File: src/rtl/alu_pkg.sv
// Shared types and widths for the nibble-serial ALU.
// Optional feature macro used by this slice: NIBBLE_LOOP_EARLY_TERM_EN.
package alu_pkg;

  localparam int unsigned NIBBLE_W    = 4;
  localparam int unsigned WORD_W      = 32;
  localparam int unsigned NUM_NIBBLES = WORD_W / NIBBLE_W;
  localparam int unsigned IDX_W       = 3;

  typedef enum logic [2:0] {
    ALU_ADD,
    ALU_SUB,
    ALU_AND,
    ALU_OR,
    ALU_XOR
  } AluOp;

  typedef struct packed {
    AluOp op;
    logic carry_in;
  } AluCtrl;

  typedef enum logic [1:0] {
    IDLE,
    RUN,
    DONE
  } nibble_state_t;

  // Replace word2 nibbles above 'last' with the sign fill.
  function automatic logic [WORD_W-1:0] effective_word2(
    input logic [WORD_W-1:0] w,
    input logic [IDX_W-1:0]  last,
    input logic              neg
  );
    logic [WORD_W-1:0] r;
    r = w;
    for (int unsigned i = 0; i < NUM_NIBBLES; i++) begin
      if (i > {29'd0, last}) begin
        r[i*NIBBLE_W +: NIBBLE_W] = {NIBBLE_W{neg}};
      end
    end
    return r;
  endfunction

endpackage

File: src/rtl/nibble_alu.sv
// Combinational 4-bit datapath: one nibble of ADD/SUB/AND/OR/XOR.
// SUB expects d2 already inverted and carry_in forced to 1 by the caller.
module nibble_alu
  import alu_pkg::*;
(
  input  AluOp                op,
  input  logic [NIBBLE_W-1:0] d1,
  input  logic [NIBBLE_W-1:0] d2,
  input  logic                carry_in,
  output logic [NIBBLE_W-1:0] sum,
  output logic                carry_out
);

  logic [NIBBLE_W:0] add_full;

  assign add_full = {1'b0, d1} + {1'b0, d2} + {{NIBBLE_W{1'b0}}, carry_in};

  // Select the nibble result; logic ops never propagate a carry.
  always_comb begin
    sum       = '0;
    carry_out = 1'b0;
    case (op)
      ALU_ADD, ALU_SUB: begin
        sum       = add_full[NIBBLE_W-1:0];
        carry_out = add_full[NIBBLE_W];
      end
      ALU_AND: sum = d1 & d2;
      ALU_OR:  sum = d1 | d2;
      ALU_XOR: sum = d1 ^ d2;
      default: begin
        sum       = '0;
        carry_out = 1'b0;
      end
    endcase
  end

endmodule

File: src/rtl/loop_over_all_nibbles.sv
// Nibble-serial ALU sequencer: IDLE -> RUN (one nibble per clock) -> DONE.
// Define NIBBLE_LOOP_EARLY_TERM_EN to let ADD stop once the remaining
// upper nibbles cannot change.
module loop_over_all_nibbles
  import alu_pkg::*;
(
  input  logic              clk,
  input  logic              rst_n,
  input  logic              loop_perm_to_count,
  input  AluCtrl            ctrl,
  input  logic [IDX_W-1:0]  loop_nibbles_number,
  input  logic              word2_is_negative,
  input  logic [WORD_W-1:0] word1,
  input  logic [WORD_W-1:0] word2,
  input  logic [WORD_W-1:0] preinit_result,
  output logic [WORD_W-1:0] result,
  output logic              busy
);

  nibble_state_t       state;
  logic [IDX_W-1:0]    curr_nibble_idx;
  logic                result_carry;
  logic [WORD_W-1:0]   w1_q;
  logic [WORD_W-1:0]   w2_q;
  AluOp                op_q;

  logic [IDX_W+1:0]    bit_base;
  logic [NIBBLE_W-1:0] d1;
  logic [NIBBLE_W-1:0] w2_nib;
  logic [NIBBLE_W-1:0] d2;
  logic [NIBBLE_W-1:0] alu_sum;
  logic                alu_cout;
  logic                early_done;
  logic                last_nibble;

  assign bit_base = {curr_nibble_idx, 2'b00};
  assign d1       = w1_q[bit_base +: NIBBLE_W];
  assign w2_nib   = w2_q[bit_base +: NIBBLE_W];
  assign d2       = (op_q == ALU_SUB) ? ~w2_nib : w2_nib;

  nibble_alu u_nibble_alu (
    .op        (op_q),
    .d1        (d1),
    .d2        (d2),
    .carry_in  (result_carry),
    .sum       (alu_sum),
    .carry_out (alu_cout)
  );

`ifdef NIBBLE_LOOP_EARLY_TERM_EN
  logic [IDX_W-1:0] last_q;
  logic             neg_q;

  // Hold the loop bound and sign used by the early-exit test.
  always_ff @(posedge clk or negedge rst_n) begin
    if (!rst_n) begin
      last_q <= '0;
      neg_q  <= 1'b0;
    end else if (state == IDLE && loop_perm_to_count) begin
      last_q <= loop_nibbles_number;
      neg_q  <= word2_is_negative;
    end
  end

  // Upper nibbles of an unsigned-extended ADD with no carry equal word1,
  // which the caller preloads through preinit_result.
  assign early_done = (op_q == ALU_ADD) && (curr_nibble_idx >= last_q) &&
                      !alu_cout && !neg_q;
`else
  assign early_done = 1'b0;
`endif

  assign last_nibble = (curr_nibble_idx == IDX_W'(NUM_NIBBLES - 1)) || early_done;

  // busy is combinational so the caller sees it in the request cycle.
  assign busy = rst_n && ((state == RUN) ||
                          (state == IDLE && loop_perm_to_count));

  // Sequencer and result/operand registers.
  always_ff @(posedge clk or negedge rst_n) begin
    if (!rst_n) begin
      state           <= IDLE;
      result          <= '0;
      curr_nibble_idx <= '0;
      result_carry    <= 1'b0;
      w1_q            <= '0;
      w2_q            <= '0;
      op_q            <= ALU_ADD;
    end else begin
      case (state)
        IDLE: begin
          if (loop_perm_to_count) begin
            result          <= preinit_result;
            w1_q            <= word1;
            w2_q            <= effective_word2(word2, loop_nibbles_number,
                                               word2_is_negative);
            op_q            <= ctrl.op;
            curr_nibble_idx <= '0;
            result_carry    <= (ctrl.op == ALU_SUB) ? 1'b1 : ctrl.carry_in;
            state           <= RUN;
          end
        end
        RUN: begin
          result[bit_base +: NIBBLE_W] <= alu_sum;
          result_carry                 <= alu_cout;
          if (last_nibble) begin
            state <= DONE;
          end else begin
            curr_nibble_idx <= curr_nibble_idx + 1'b1;
          end
        end
        DONE: begin
          state <= IDLE;
        end
        default: begin
          state <= IDLE;
        end
      endcase
    end
  end

endmodule

File: config.mk
export PLATFORM = sky130hd
export DESIGN_NAME = loop_over_all_nibbles
export DESIGN_NICKNAME = d
export VERILOG_FILES = /design/src/rtl/alu_pkg.sv /design/src/rtl/nibble_alu.sv /design/src/rtl/loop_over_all_nibbles.sv
export SDC_FILE = /design/constraint.sdc
export NUM_CORES = 1
export LEC_CHECK = 0
export BUFFER_PORTS_ARGS = -buffer_cell sky130_fd_sc_hd__buf_2
export CAP_MARGIN = 20
export CORE_UTILIZATION = 48
export DETAILED_ROUTE_END_ITERATION = 12
export GPL_TIMING_DRIVEN = 0
export PLACE_DENSITY = 0.76
export SLEW_MARGIN = 30
export SYNTH_ARGS = -nofsm -noshare
export SYNTH_HDL_FRONTEND = slang
export SYNTH_SLANG_ARGS = --single-unit
File: constraint.sdc
create_clock -name clk -period 3.2 [get_ports clk]
set_clock_uncertainty 0.2 [all_clocks]
set_input_delay 0.16 -clock clk [delete_from_list [all_inputs] [get_ports clk]]
set_output_delay 0.16 -clock clk [all_outputs]
set_load 0.005 [all_outputs]
# == After elaboration in Yosys (flattened, before gate mapping) ==
# Index checks and enable logic that the tools add are counted.
# Widths: inputs -> output; s select.
# totals
regBits,105
in_bits,107
out_inout_bits,33
elab_cells,69
# op_classes
n_mux,22
n_addsub,4
n_eq_ne,10
shift,4
reduce_logical,11
n_bitwise,4
magnitude_cmp,7
# op_table
op,n
$pmux 32 s2,1
$shiftx 32x6->4,2
$bwmux 32,1
$mux 32,1
$mux 4,8
$shift 4x7->32 const A,1
$shiftx 4x7->32,1
$pmux 4 s4,1
$gt 3x3->1 const A,4
$neg 5->7,1
$eq 3x1->1 const B,2
$eq 3x2->1 const B,2
$eq 3x3->1 const B,2
$gt 2x3->1 const A,2
$mux 3,2
$ne 2x2->1 const B,3
$pmux 3 s2,1
$reduce_and 2->1,3
$add 4x4->5,1
$add 5x1->5,1
$and 4x4->4,1
$mux 2,2
$not 4->4,1
$or 4x4->4,1
other kinds (14),17

# == Logic depth before layout (Yosys ltp) ==
# logic_depth
word_depth,9
depth_mapped,13
ltp_nobuf,11

# == Modules after synthesis ==
# Synthesis repeated with hierarchy kept, for this count alone.
# hier_totals
hier_cells,575
area_unflattened_um2,5688.0
# by_module_without_submodules
module,cells_per_inst,n_inst,area_each_um2,seq_area_each_um2
loop_over_all_nibbles,522,1,5327.6,2627.5
nibble_alu,53,1,360.3,0.0

# == Worst setup path before layout ==
# Ideal clock, no wire load.
# synth_timing
kind,register to register
startpoint,reg curr_nibble_idx[0]
endpoint,reg result[1]
period_less_slack_ns,3.248
setup_ns,0.104
path_stages_with_launch,13
t_arrival_ns,2.944
required_ns,2.896
n_path_buf,2
setup_slack_ns,-0.048
path_cell_list,dfrtp_1 -> buf_6 -> buf_6 -> mux4_2 -> nand2_1 -> nand2_1 -> fa_1 -> inv_1 -> fa_1 -> nor2_1 -> a21oi_1 -> o22a_1 -> a221oi_1
# synth_via
elab_chain_cells,9
elab_cells_between_ends,15
classes_between,add/sub (3); shift (4); mux (4); bitwise (4)
# synth_lines
item,line_no,text
from (decl),loop_over_all_nibbles.sv:21,logic [IDX_W-1:0] curr_nibble_idx;
from (signal assigned),loop_over_all_nibbles.sv:109,curr_nibble_idx <= curr_nibble_idx + 1'b1;
$shiftx 32x6->4,loop_over_all_nibbles.sv:38,assign w2_nib = w2_q[bit_base +: NIBBLE_W];
$not 4->4,loop_over_all_nibbles.sv:39,assign d2 = (op_q == ALU_SUB) ? ~w2_nib : w2_nib;
$mux 4,loop_over_all_nibbles.sv:39,
$add 4x4->5,nibble_alu.sv:16,"assign add_full = {1'b0, d1} + {1'b0, d2} + {{NIBBLE_W{1'b0}}, carry_in};"
$add 5x1->5,nibble_alu.sv:16,
$pmux 4 s4,nibble_alu.sv:22,case (op)
$shiftx 4x7->32,loop_over_all_nibbles.sv:104,result[bit_base +: NIBBLE_W] <= alu_sum;
$bwmux 32 *,loop_over_all_nibbles.sv:104,
$pmux 32 s2 *,loop_over_all_nibbles.sv:90,case (state)
to (signal assigned),loop_over_all_nibbles.sv:93,result <= preinit_result;
"to (signal, indexed assignment)",loop_over_all_nibbles.sv:104,
to (decl),loop_over_all_nibbles.sv:16,"output logic [WORD_W-1:0] result,"
# Mark *: on every way between the ends. The rest lies on a longest branch, timed or not.
# A chain may end at the register's enable or synchronous reset.

# == Worst setup path after layout ==
# Ends and elaborated chain as after synthesis.

==> flow_metrics.py <==
metrics = {
    "grt": {
        "antenna_found_initial": 0,
        "grt_max_degree": 65,
        "grt_overflow_total": 0,
        "grt_first_pass_wirelength_mm": 25.84,
        "gr-usage-all-layers_pct": 28.90,
        "grt_pass1_vias": 5259,
    },
    "synthesis": {
        "synth_nets": 626,
        "synth_cell_types": 43,
        "synth_warnings": 0,
        "avgSynthCellArea_um2": 10.97,
        "synth_seq_area_share_pct": 47.71,
        "async_reset_ff_share_pct": 100.0,
        "synth_flop_cell": "dfrtp_1",
        "synth-edff-count": 0,
        "netlist_instances": 502,
        "syn_area_um2": 5508,
        "ys_ff_latch": 105,
    },
    "clocking": {
        "numCtsBuffers": 9,
        "cts_tree": "done",
        "cts.sink_count": 105,
        "cts.clk_slew.worst_paths_ns": 0.07,
        "cts_root_buffer": "clkbuf_16",
        "clockBufferDepth": 2,
        "htree_levels": 3,
        "clkLatencyLatePin_ns": 0.35,
    },
    "route": {
        "post_drt_wl_per_cell_um": 18.58,
        "antenna_left": 0,
        "drtPass1Iterations": 5,
        "vias": 5151,
        "drt_iter0_drc": 367,
        "routed_via_density": 5.704,
        "drc": 0,
        "drt_wl_total_mm": 16.78,
    },
    "floorplanning": {
        "die_h_um": 109.1,
        "fp.coreArea_um2": 11030,
        "initial_core_util_pct": 49.93,
        "die-area_um2": 11910,
        "ioPinCount": 140,
        "die_width_um": 109.1,
        "row_count": 38,
    },
    "timing": {
        "fin_ws_ns": -0.2015,
        "period_minus_slack_ns": 3.401,
        "worst_pin_slew_ns": 0.5884,
        "final-hold-violation-count": 0,
        "finalMaxSlewViolations": 0,
        "slew_headroom_pct": 60.77,
        "rsz0062_at_grt": "yes",
        "setup_violations": 18,
        "tns_ns": -1.589,
        "fin_hold_ws_ns": 0.002677,
        "max_freq_mhz": 294.0,
        "period_share_pct": 106.3,
    },
    "place": {
        "gp_congestion": 0.8414,
        "dp_hpwl_mm": 10.24,
        "io_buffers": 137,
        "placed_cell_area_um2": 6422,
    },
    "hold_path": {
        "min_delay_path_depth": 3,
        "holdCritPathClass": "primary input to flop",
    },
    "setup_path": {
        "ff2ff_path_depth": 12,
        "crit_path_start_kind": "flop",
        "critPathKind": "flop to flop",
        "slowest_stage": "mux4_2",
        "crit_chain": "buf_12, buf_12, mux4_2, nand2_1, nand2_2, fa_2, inv_2, fa_2, nor2_1, a21oi_1, o22a_2, a221oi_2",
        "crit_fanout": 8,
        "cp.arrival_ns": 3.46,
        "critical-path-max-stage-delay_ns": 0.53,
        "critPathRequiredTime_ns": 3.26,
        "worst_setup_path_end_kind": "flop",
    },
    "job": {
        "drv_cap": 0,
    },
    "layout": {
        "postLayoutCellArea_um2": 8054,
        "final_util_pct": 73.02,
        "finalNetCount": 882,
        "multiInputGateArea_um2": 2776,
        "regArea_um2": 2629,
        "diodes": 0,
        "syn_to_final_growth_pct": 46.23,
        "fillCellCount": 716,
        "drive_above_1_share_pct": 38.79,
    },
    "power": {
        "ir_drop_mv": 0.6183,
        "power.density_nw_per_um2": 1139,
        "power.leakage_nw": 3.719,
        "fin_total_pwr_mw": 9.177,
    },
    "outcome": {
        "violations": "negative setup slack",
        "status": "finished with violations",
    },
}
[sequential cells by signal, summed over array words and instances, names as in the netlist]
signal           flops
op_q                 3
state                2
result_carry         1
w2_q                32
curr_nibble_idx      3
w1_q                32
result              32
[metrics by stage]
stage | setup WS [ns] | std cells
after floorplan | 0.0009082 | 502
after detailed placement | -0.7029 | 780
final | -0.2015 | 903
after global placement | -0.4817 | 779
after CTS | -0.07501 | 898
after global routing | -0.2385 | 903
[layer usage]
layer / up-vias / GRT usage (%) / wire length [um]
met5: - / 0 / 0
met4: 0 / 13.51 / 571
met3: 51 / 4.483 / 979
met2: 271 / 51.21 / 8642
met1: 2512 / 34.25 / 6584
li1: 2317 / - / -
[critical path, delay by kind of cell, from the launching register on]
family / cells / cell delay, ns
fa+ha+maj: 2 / 0.83
simple gates: 3 / 0.34
compound gates: 3 / 0.67
mux: 1 / 0.53
flops: 1 / 0.40
buf+inv: 3 / 0.34
[Yosys cell counts, drive strengths merged (13+ instances only)]
master,n,area [um^2]
buf,24,145.1
mux2,40,450.4
mux4,16,360.4
inv,28,105.1
ha,15,187.7
nand2,30,112.6
o21ai,20,100.1
nor3,13,95.09
a21oi,61,305.3
dfrtp,105,2628
nor2,40,150.1
[worst paths after layout]
check                                   start                  to  slack [ns]
hold / removal                      word2[30]            w2_q[30]       0.003
setup / recovery           curr_nibble_idx[0]           result[1]       -0.20
setup reg to reg           curr_nibble_idx[0]           result[1]       -0.20
max in group asynchronous               rst_n  curr_nibble_idx[0]        2.05
hold reg to reg                    result[23]          result[23]        0.29
min in group asynchronous               rst_n            w1_q[16]        0.09
[layout make-up]
type	count	area share [%]
sequential	105	32.64
multi-input combinational	337	34.47
clock inverter	6	1.616
tap	140	2.175
timing repair buffer	246	22.45
buffer	31	2.501
inverter	28	1.305
clock buffer	10	2.843
[cell families (layout without fill, tap and decap cells)]
logic type,Yosys count,after routing,synth area share [%]
compound gates,122,122,13.93
xor+xnor,5,5,0.7951
fa+ha+maj,17,17,4.135
buf+inv,60,321,5.089
flops,105,105,47.71
mux,68,68,16.90
simple gates,125,125,11.45
[cells in the final DEF, fill, tap and decap left out, types with 3 or more instances in the layout]
cell type      synthesis  layout
nand2_2                0       3
buf_2                 20     154
o221ai_1              12       5
o22a_2                 0       3
buf_4                  0       8
bufinv_16              0       4
dlygate4sd3_1          0      95
o21ai_0               19      16
a21o_1                 4       4
a221oi_2               4       7
dfrtp_1              105     104
inv_1                 26      25
mux4_2                16      16
o21ai_1                1       3
mux2i_1               12      10
nor3_1                 7       6
inv_2                  2       3
buf_6                  4       7
clkbuf_1               8       8
a21oi_1               61      59
nor2b_1                6       4
and2_1                 3       3
nand3_1               12      12
nor2_1                40      39
clkbuf_16              0       9
xnor2_2                0       3
a31oi_1                5       5
ha_1                  15      13
nand2_1               30      27
a41oi_1                4       4
buf_12                 0       4
nor3_2                 6       7
o221ai_2               0       7
and3_1                11      11
mux2_2                40      40
[repair_timing]
action,4_1_cts,5_1_grt
hold buffers,95,0
cloned,0,0
pin swaps,6,13
setup buffers,7,6
setup endpoints to repair,32,27
gates resized for setup,17,29
endpoints found under the hold margin,199,0
[report_power, final]
part | switching (mW) | leakage (nW) | internal [mW]
logic | 2.87 | 2.29 | 2.61
clock network | 0.493 | 0.176 | 0.842
registers | 0.404 | 1.25 | 1.96
total | 3.77 | 3.72 | 5.41
No activity file was read; power rests on OpenSTA's default activity.
